===== src/rtl/fetch_queue.sv =====
// Instruction fetch queue.
// Issues sequential fetch requests from a local fetch PC, tags each accepted
// request with its PC in a small in-flight FIFO, and pairs in-order memory
// responses with those PCs into an instruction queue read by decode.
// A redirect flushes the queue and turns every in-flight request into a
// "drop" so its response is discarded when it eventually returns.
module fetch_queue #(
    parameter int DATA_WIDTH      = 32,
    parameter int ADDR_WIDTH      = 32,
    parameter int DEPTH           = 4,
    parameter int MAX_OUTSTANDING = 2,
    parameter logic [ADDR_WIDTH-1:0] RESET_PC = '0
) (
    input  logic                         iClk,
    input  logic                         iRstN,
    output logic                         oMemReqValid,
    output logic [ADDR_WIDTH-1:0]        oMemAddr,
    input  logic                         iMemReqReady,
    input  logic                         iMemRspValid,
    input  logic [DATA_WIDTH-1:0]        iMemRspData,
    input  logic                         iRedirect,
    input  logic [ADDR_WIDTH-1:0]        iRedirectPC,
    output logic                         oInstrValid,
    output logic [DATA_WIDTH-1:0]        oInstr,
    output logic [ADDR_WIDTH-1:0]        oInstrPC,
    input  logic                         iInstrReady,
    output logic [$clog2(DEPTH+1)-1:0]   oCount
);

    localparam int CNT_W = $clog2(DEPTH + 1);
    localparam int PTR_W = $clog2(DEPTH);
    localparam int OUT_W = $clog2(MAX_OUTSTANDING + 1);
    localparam int IF_W  = (MAX_OUTSTANDING > 1) ? $clog2(MAX_OUTSTANDING) : 1;
    // wide enough to hold queue occupancy plus every in-flight request
    localparam int SUM_W = $clog2(DEPTH + MAX_OUTSTANDING + 1) + 1;

    logic [ADDR_WIDTH-1:0] fpc;

    logic [DATA_WIDTH-1:0] q_data [DEPTH];
    logic [ADDR_WIDTH-1:0] q_pc   [DEPTH];
    logic [PTR_W-1:0]      q_wptr;
    logic [PTR_W-1:0]      q_rptr;
    logic [CNT_W-1:0]      q_count;

    logic [ADDR_WIDTH-1:0] if_pc [MAX_OUTSTANDING];
    logic [IF_W-1:0]       if_wptr;
    logic [IF_W-1:0]       if_rptr;
    logic [IF_W-1:0]       if_wptr_nxt;
    logic [IF_W-1:0]       if_rptr_nxt;

    // outstanding counts every in-flight request; drop_cnt is the subset
    // whose responses will be thrown away
    logic [OUT_W-1:0]      outstanding;
    logic [OUT_W-1:0]      drop_cnt;

    logic [SUM_W-1:0]      credits_used;
    logic                  req_fire;
    logic                  rsp_fire;
    logic                  rsp_drop;
    logic                  q_push;
    logic                  q_pop;

    // request gating, handshake decode and head-of-queue outputs
    always_comb begin
        // queued entries plus live requests reserve queue slots, so a
        // response can never find the queue full
        credits_used = SUM_W'(q_count) + SUM_W'(outstanding) - SUM_W'(drop_cnt);
        oMemReqValid = iRstN && !iRedirect
                       && (credits_used < SUM_W'(DEPTH))
                       && (SUM_W'(outstanding) < SUM_W'(MAX_OUTSTANDING));
        oMemAddr     = fpc;

        req_fire = oMemReqValid && iMemReqReady;
        rsp_fire = iMemRspValid && (outstanding != '0);
        rsp_drop = (drop_cnt != '0) || iRedirect;
        q_push   = rsp_fire && !rsp_drop;
        q_pop    = oInstrValid && iInstrReady && !iRedirect;

        if_wptr_nxt = (if_wptr == IF_W'(MAX_OUTSTANDING - 1)) ? '0 : if_wptr + IF_W'(1);
        if_rptr_nxt = (if_rptr == IF_W'(MAX_OUTSTANDING - 1)) ? '0 : if_rptr + IF_W'(1);

        oInstrValid = (q_count != '0);
        oInstr      = q_data[q_rptr];
        oInstrPC    = q_pc[q_rptr];
        oCount      = q_count;
    end

    // storage arrays; validity is tracked by the pointers, so no reset here
    always_ff @(posedge iClk) begin
        if (iRstN && req_fire) begin
            if_pc[if_wptr] <= fpc;
        end
        if (iRstN && q_push) begin
            q_data[q_wptr] <= iMemRspData;
            q_pc[q_wptr]   <= if_pc[if_rptr];
        end
    end

    // fetch PC, in-flight bookkeeping, drop accounting and queue pointers
    always_ff @(posedge iClk) begin
        if (!iRstN) begin
            fpc         <= RESET_PC;
            if_wptr     <= '0;
            if_rptr     <= '0;
            outstanding <= '0;
            drop_cnt    <= '0;
            q_wptr      <= '0;
            q_rptr      <= '0;
            q_count     <= '0;
        end else begin
            if (req_fire) begin
                if_wptr <= if_wptr_nxt;
            end
            if (rsp_fire) begin
                if_rptr <= if_rptr_nxt;
            end
            outstanding <= outstanding + OUT_W'(req_fire) - OUT_W'(rsp_fire);

            if (iRedirect) begin
                fpc      <= {iRedirectPC[ADDR_WIDTH-1:2], 2'b00};
                // everything still in flight after this edge is stale,
                // whether it was already being dropped or not
                drop_cnt <= outstanding - OUT_W'(rsp_fire);
                q_wptr   <= '0;
                q_rptr   <= '0;
                q_count  <= '0;
            end else begin
                if (req_fire) begin
                    fpc <= fpc + ADDR_WIDTH'(4);
                end
                if (rsp_fire && (drop_cnt != '0)) begin
                    drop_cnt <= drop_cnt - OUT_W'(1);
                end
                if (q_push) begin
                    q_wptr <= q_wptr + PTR_W'(1);
                end
                if (q_pop) begin
                    q_rptr <= q_rptr + PTR_W'(1);
                end
                q_count <= q_count + CNT_W'(q_push) - CNT_W'(q_pop);
            end
        end
    end

endmodule


===== config.mk =====
export PLATFORM = sky130hd
export DESIGN_NAME = fetch_queue
export DESIGN_NICKNAME = d
export VERILOG_FILES = /design/src/rtl/fetch_queue.sv
export SDC_FILE = /design/constraint.sdc
export NUM_CORES = 1
export LEC_CHECK = 0
export ABC_AREA = 1
export CORE_UTILIZATION = 47
export DETAILED_ROUTE_END_ITERATION = 7
export DONT_BUFFER_PORTS = 1
export GPL_TIMING_DRIVEN = 0
export PLACE_DENSITY = 0.68
export RECOVER_POWER = 25
export SLEW_MARGIN = 20
export SYNTH_ARGS = -nofsm -noshare
export SYNTH_HDL_FRONTEND = slang
export SYNTH_SLANG_ARGS = --single-unit

===== constraint.sdc =====
create_clock -name iClk -period 4.3 [get_ports iClk]
set_input_delay 0.645 -clock iClk [delete_from_list [all_inputs] [get_ports iClk]]
set_output_delay 0.645 -clock iClk [all_outputs]
set_load 0.02 [all_outputs]

* Yosys cells after proc, flatten, opt, wreduce, memory -nomap -nowiden
Memories as Yosys holds them, arrays and structs flattened. A register that Yosys moved wholly into a read port is not among the register bits.
Cells that the tools add are included.
** Operators by class
- Add/sub/neg operators :: 13
- $lt $le $gt $ge :: 2
- Multiplexer cells :: 16
- Bitwise gates (word level) :: 1
- Reductions and logical operators :: 20
** Operators by type and width (number)
- 32-bit 2-to-1 mux :: 2
- 32-bit by 3-bit adder with 32-bit output (second input constant) :: 1
- 2-bit 2-to-1 mux :: 6
- 1-bit logical AND :: 11
- 1-bit 2-to-1 mux :: 8
- 2-bit nonzero test :: 4
- 2-bit by 1-bit adder with 2-bit output (second input constant) :: 2
- 3-bit by 2-bit adder with 4-bit output :: 1
- 4-bit by 3-bit < comparator with 1-bit output (second input constant) :: 1
- 2-bit by 1-bit subtractor with 2-bit output :: 2
- 4-bit by 2-bit subtractor with 4-bit output :: 1
- 3-bit by 1-bit adder with 3-bit output :: 1
- 3-bit nonzero test :: 1
- 3-bit by 1-bit subtractor with 3-bit output :: 1
- 1-bit adder (second input constant) :: 2
- 2-bit by 1-bit adder with 2-bit output :: 1
- 1-bit logical NOT :: 2
- 2-bit < comparator (second input constant) :: 1
- 2-bit OR reduction :: 1
- 2-bit by 1-bit subtractor with 2-bit output (second input constant) :: 1
- 1-bit logical OR :: 1
- 1-bit NOT :: 1
** Word-level totals
- Register bits after elaboration :: 45
- Bits in writable memories :: 320
- Output and inout bits :: 101
- Memories kept :: 3
** Memories
- q_data :: depth 4, width 32, rd ports 1, clocked after Yosys merged registers in 1, write ports 1, RTL line 39 : logic [DATA_WIDTH-1:0] q_data [DEPTH];
- q_pc :: depth 4, width 32, rd ports 1, clocked after Yosys merged registers in 1, write ports 1, RTL line 40 : logic [ADDR_WIDTH-1:0] q_pc [DEPTH];
- if_pc :: depth 2, width 32, rd ports 1, clocked after Yosys merged registers in 1, write ports 1, RTL line 45 : logic [ADDR_WIDTH-1:0] if_pc [MAX_OUTSTANDING];

* Logic depth before layout (Yosys ltp)
Gate-level depths: netlist of the first run.
- Depth after elaboration :: 9
- Depth in mapped cells :: 16
- Gate-level depth less buffers :: 15

* Worst setup path after synthesis of the first run
Ideal clock, no wire load.
- Path kind :: input to register
- From :: input port iRedirect
- To :: memory q_data[0][0], enable pin
- Arrival time :: 3.767 ns
- Path slack :: 0.051 ns
- Stages :: 4
- Path buffers :: 1
- Cell sequence :: clkbuf_1 > nor2_1 > nand2_1 > nor2_1
** Between the ends
- Cells in the longest elaborated chain, start to end :: 6
** Ends and longest elaborated chain
- start, declared :: RTL line 21 : input logic iRedirect,
- 1-bit logical OR :: RTL line 75 : rsp_drop = (drop_cnt != '0) || iRedirect;
- 1-bit logical NOT :: RTL line 76 : q_push = rsp_fire && !rsp_drop;
- 1-bit logical AND :: RTL line 76
- 1-bit logical AND :: RTL line 93 : if (iRstN && q_push) begin
- 1-bit 2-to-1 mux :: RTL line 93
- 1-bit 2-to-1 mux (implied by the code) :: RTL line 94 : q_data[q_wptr] <= iMemRspData;
- end, declared :: RTL line 39
No other way between the ends.

==> results.md, run 1 <==
* CP Max Fanout at 10
* Crit path required time at 3.65 ns
* WL final at 32510 um
* Pre-antenna DRT Iters at 5
* Seq cells post-synth at 354
* Worst Setup Start Kind: register
* DRC at 0
* Synth cell types at 31
* Min Tclk post-route at 3.438 ns
* Number of flops mapped to enable cells by yosys at 308
* Die width at 177.6 um
* Setup CP Type: reg -> out
* Vias at 9331
* CP arrival at 2.79 ns
* TritonCTS clock tree: done
* CTS Hold Bufs at 0
* H-tree depth at 2
* Setup TNS Final at 0 ns
* Worst Skew at 0.02425 ns
* WHS Path Cells at 0
* Dpl cells at 1651
* Cts bufs inserted at 37
* Antenna violations before repair at 0
* Layout cells sized above 1 at 0.09517
* Crit end category: output port
* Cell Count, Final, Fillers Out at 1714
* Clk sinks at 354
* Root Driver: clkbuf_16
* Starting Density at 0.4840
* Core area at 29950 um^2
* # resized after CTS at 0
* Largest net degree at the start of global routing at 31
* Post-Synthesis Cells at 1246
* Max Clock Freq at 290.9 MHz
* Status: finished, final reports clean
* Most used flip-flop cell after synthesis: edfxtp_1
* Worst reg2reg path depth at 11
* Leak at 5.537 nW
* Post-Syn Area at 14500 um^2
* Overflow after GRT at 0
* Most frequent cells in the layout: 308 x edfxtp_1, 206 x nor2_1, 173 x nand2_1
* Setup violators final at 0
* Final cycle utilization of the critical path at 0.7995
* I/O pins at 171
* Clock Latency Late Sink at 0.53 ns
* Syn Area/Cell at 11.63 um^2
* Headroom to the max-slew limit at 0.5156
* Total setup buffers inserted after CTS at 0
* Ys async rst share at 0
* Overall Global Routing Usage at 0.2074
* DR iter-0 viols at 704
* Fin. Hold Viols at 0
* Die ar. at 31550 um^2
* Clk slew on worst S/H paths at 0.06 ns
* N_diodes at 0
* Routed wire per std cell at 18.97 um
* Vias per std cell at 5.444
* DIE HEIGHT at 177.6 um
* Maximum clock insertion buffer count at 3
* RSZ-0062 raised after global routing: false
* DP HPWL at 22150 um
* Slew @ Worst Pin at 0.7374 ns
* Post-layout net count at 1386
* Final Power at 7.623 mW
* Final Max Slew Viols at 0
* Power Density at 465.7 nW/um^2
* Commonest non-fill, non-tap cell in the layout: edfxtp_1
* Worst min-delay path class: in -> reg
* Max_cap viols at 0
* Routed Antenna Nets at 0
* Synth warn at 0
* Max IR drop VDD at 0.3132 mV
* First-pass GRT wire length at 49560 um
* Synthesis-to-finish area growth at 12.90%
* Fillers at 2522
* Seq/Total Area, Yosys at 0.7015
* Std cell rows at 63
* IO Port Bufs at 0
* Gpl congestion at 0.9014
* Vias in the first global route at 8997
final cells by class:
class                      instances  area [um^2]  share of cell area
sequential                       354        10170              0.6214
clock buffer                      53        985.9             0.06024
inverter                          71        266.5             0.01628
buffer                            63        270.3             0.01651
clock inverter                    10        82.58            0.005046
tap                              390        488.0             0.02981
multi-input combinational        761         3839              0.2345
timing repair buffer              12        265.3             0.01621
worst max-delay path: stages, from the launching register on:
cell and delay, ns:
dfxtp_1 0.31, clkbuf_1 0.49, buf_2 0.37, clkbuf_1 0.44, nor2_1 0.10, o22ai_1 0.56
Yosys cell counts, types with 5 or more instances:
cell      count  area share
inv_1        65       0.017
buf_4         5      0.0026
edfxtp_1    308        0.64
buf_2        12      0.0041
mux2_2       30       0.023
dfxtp_1      46       0.064
nand2_1     173       0.045
nand3_1      63       0.022
nor2_2        8      0.0035
o21ai_1       6      0.0021
nor2_1      211       0.055
o21ai_0     135       0.047
o22ai_1      62       0.027
ha_1         14       0.012
clkbuf_1     44       0.011
xor2_1        5      0.0030
a21oi_1      30       0.010
routing by layer:
metal / vias up / part of all wire / track usage
met5: - / 0 / 0
met4: 0 / 0.020 / 0.06339
met3: 52 / 0.089 / 0.04713
met2: 373 / 0.48 / 0.3516
met1: 4409 / 0.41 / 0.2645
li1: 4497 / - / -
power breakdown:
part	internal, mW	switching [mW]
combinational	0.230	0.457
clock	1.65	1.22
sequential	3.94	0.121
total	5.83	1.79
final timing paths:
kind	startpoint	end	slack, ns
worst max-delay path	register	oInstrPC[21]	0.86
worst min-delay path	iMemRspData[26]	q_data[0][26]	0.21
worst max register to register	oCount[1]	if_pc[0][21]	1.02
worst min register to register	if_rptr	if_rptr	0.45
flip-flops by register name, indices dropped and copies added, names as in the netlist, 3 cells and up, named ones only:
name	count
q_data	128
oMemAddr	30
q_pc	120
if_pc	60
oCount	3
cells by family after synthesis:
kind of cell / Yosys count / share of synthesized area
AND/OR/NAND/NOR: 466 / 0.1303
flip-flops: 354 / 0.7015
AO/OA/AOI/OAI: 237 / 0.08786
buffers and inverters: 134 / 0.03703
multiplexers: 30 / 0.02330
adder cells (fa/ha/maj): 16 / 0.01485
XOR/XNOR: 8 / 0.004834
other: 1 / 0.0002587
metrics by stage:
step / hold slack (ns) / instance area, um^2 / setup slack (ns) / utilization
2_1_floorplan: 0.4255 / 14510 / 0.05129 / -
4_1_cts: 0.1917 / 16370 / 0.8048 / 0.5464
6_report: 0.2126 / 16370 / 0.8623 / 0.5464
3_5_place_dp: 0.4475 / 15300 / 0.9880 / 0.5107
5_1_grt: 0.1935 / 16370 / 0.7233 / 0.5464
3_3_place_gp: 0.4369 / 15000 / -2.210 / 0.5006
(Power assumes the default switching activity.)
==> inputs of run 2 (changes only) <==
Clock period 4.3 ns to 3 ns, I/O delays scaled along.
==> run 2 against run 1 <==
  * Via count rose by 2.0%
  * Worst setup slack got worse by 0.77 ns
  * Hold slack worse by 0.20 ns
  * Core utilization is 1.6 points higher
  * Sequential share of layout area is 1.7 points lower
  * Combinational power is 57% higher
  * Register-to-register slack worse by 0.79 ns
  * Critical endpoint is now oInstr[17]
  * Clock power grew 54%
==> results.md, run 2 (same netlist as run 1, synthesis figures left out) <==
* Crit path required time at 2.55 ns (-1.10 ns)
* Share of total power in combinational logic at 0.095 (+0.005)
* Slew @ Worst Pin at 0.7039 ns (-0.03345 ns)
* Die width at 177.6 um (unchanged)
* Pre-CTS worst setup slack at -0.4074 ns (-1.395 ns)
* Vias at 9522 (+2.0%)
* Worst Skew at 0.02366 ns (-0.0005821 ns)
* Starting Density at 0.4840 (unchanged)
* Switching Fraction at 0.2372 (+0.001840)
* I/O pins at 171 (unchanged)
* Clk sinks at 354 (unchanged)
* Psw at 2.689 mW (+50%)
* Leak at 5.748 nW (+3.8%)
* Post-layout net count at 1397 (+0.79%)
* DR iter-0 viols at 874 (+24%)
* Fillers at 2478 (-1.7%)
* Std cell rows at 63 (unchanged)
* Clk slew on worst S/H paths at 0.06 ns (about the same)
* Reg power frac at 0.514 (-0.019)
* Setup CP Type: reg -> out
* Fin. Hold Viols at 0 (unchanged)
* Final Util at 0.5624 (+0.01604)
* Synthesis-to-finish area growth at 16.22%
* Reg area at 10170 um^2 (about the same)
* Core area at 29950 um^2 (unchanged)
* Clock Latency Late Sink at 0.53 ns (about the same)
* H-tree depth at 2 (unchanged)
* Worst Hold Margin at 0.01716 ns (-0.1955 ns)
* Overall Global Routing Usage at 0.2171 (+0.009632)
* Clk pwr share at 0.391 (+0.015)
* IO Port Bufs at 0 (unchanged)
* Headroom to the max-slew limit at 0.5307 (+0.01509)
* Pre-antenna DRT Iters at 7 (+2)
* Overflow after GRT at 0 (unchanged)
* Routed Antenna Nets at 0 (unchanged)
* Worst Setup Start Kind: register
* DIE HEIGHT at 177.6 um (unchanged)
* WL final at 34090 um (+4.8%)
* N_diodes at 0 (unchanged)
* Root Driver: clkbuf_16
* Multi-input gate area at 4038 um^2 (+5.2%)
* Worst min-delay path class: in -> reg
* CP arrival at 2.45 ns (-0.34 ns)
* Antenna violations before repair at 0 (unchanged)
* Routed wire per std cell at 19.71 um (+3.9%)
* Gpl congestion at 0.8877 (-1.5%)
* Max IR drop VDD at 0.4345 mV (+39%)
* Crit end category: output port
* CP Max Fanout at 10 (unchanged)
* Max_cap viols at 0 (unchanged)
* Max reg flops at 128 (unchanged)
* Largest net degree at the start of global routing at 25 (-19%)
* Commonest non-fill, non-tap cell in the layout: edfxtp_1
* Min Tclk post-route at 2.904 ns
* Top Registers: q_data: 128 flops, q_pc: 120 flops, if_pc: 60 flops
* Vias in the first global route at 9217 (+2.4%)
* Max Clock Freq at 344.4 MHz
* Status: finished, final reports clean
* Vias per std cell at 5.507 (+1.2%)
* Layout cells sized above 1 at 0.1374 (+0.04225)
* Setup WS post-layout at 0.09646 ns (-0.7659 ns)
* First-pass GRT wire length at 51650 um (+4.2%)
* Total internal power at 8.648 mW (+48%)
* DRC at 0 (unchanged)
* Placed cell area at 15340 um^2 (+0.27%)
* TritonCTS clock tree: done
* Most frequent cells in the layout: 308 x edfxtp_1, 206 x nor2_1, 172 x nand2_1
* Power Density at 673.0 nW/um^2 (+44%)
* Largest Register: q_data
* Final Max Slew Viols at 0 (unchanged)
* Cts bufs inserted at 37 (unchanged)
* Final cycle utilization of the critical path at 0.9678
* Die ar. at 31550 um^2 (unchanged)
* Fin area at 16850 um^2 (+2.9%)
* DP HPWL at 22190 um (+0.17%)
* Maximum clock insertion buffer count at 3 (unchanged)
* Setup violators final at 0 (unchanged)
-- run 2: changes by cell type in the layout (fill, tap and decap cells not counted), moves of 4 or more --
cell	delta
dlygate4sd3_1	+5
buf_16	+5
buf_4	+5
o22ai_1	-28
clkbuf_2	+6
clkinv_2	+6
o22ai_2	+28
clkbuf_1	-18
clkinv_1	+4
-- run 2: power groups by stage --
stage	registers [mW]	logic [mW]	clock network, mW
floorplan	5.88	0.740	0
global placement	5.93	0.943	0
detailed placement	5.94	0.986	0
CTS	5.83	1.06	4.50
global route	5.85	1.20	4.69
finish	5.83	1.08	4.43
-- run 2: cell type report --
| type | count | area share |
|---|---|---|
| Clock inverter | 24 | 0.01337 |
| Buffer | 60 | 0.01574 |
| Multi-Input combinational cell | 762 | 0.2397 |
| Tap cell | 390 | 0.02896 |
| Clock buffer | 43 | 0.05629 |
| Inverter | 71 | 0.01604 |
| Timing Repair inverter | 1 | 0.0004456 |
| Timing Repair Buffer | 24 | 0.02555 |
| Sequential cell | 354 | 0.6039 |
-- run 2: worst max-delay path: stages (launching register included) --
cell and delay, ns:
dfxtp_1 0.47, inv_1 0.32, buf_2 0.31, buf_2 0.28, nor2_1 0.08, o22ai_1 0.46
-- run 2: routing by layer --
layer | routed length [um] | vias up | track usage | part of all wire
met5 | 0 | - | 0 | 0
met4 | 560 | 0 | 0.05876 | 0.016
met3 | 2949 | 45 | 0.04949 | 0.087
met2 | 16220 | 352 | 0.3657 | 0.48
met1 | 14350 | 4599 | 0.2816 | 0.42
li1 | - | 4526 | - | -
-- run 2: worst paths after layout --
kind	start	end	slack, ns	depth (start not counted)
setup / recovery	register	oInstr[17]	0.1	5
hold / removal	iMemRspData[22]	q_data[3][22]	0.02	0
setup reg to reg	oCount[1]	if_pc[1][3]	0.23	10
hold reg to reg	if_rptr	if_rptr	0.46	1
-- run 2: timing repair --
action / in CTS / in global routing
setup endpoints to repair: 123 / 86
resized for setup: 36 / 10
pin swaps: 2 / 1
hold endpoints to repair: 0 / 14
gates cloned: 2 / 0
hold buffers: 0 / 5
buffers inserted: 7 / 0
-- run 2: per-stage QoR --
stage	instances	TNS, ns	power, mW
floorplan	1249	-15.93	6.617
detailed placement	1651	-21.72	6.921
CTS	1725	0	11.39
finish	1729	0	11.34
global placement	1639	-405.67	6.874
global route	1729	-0.007560	11.74
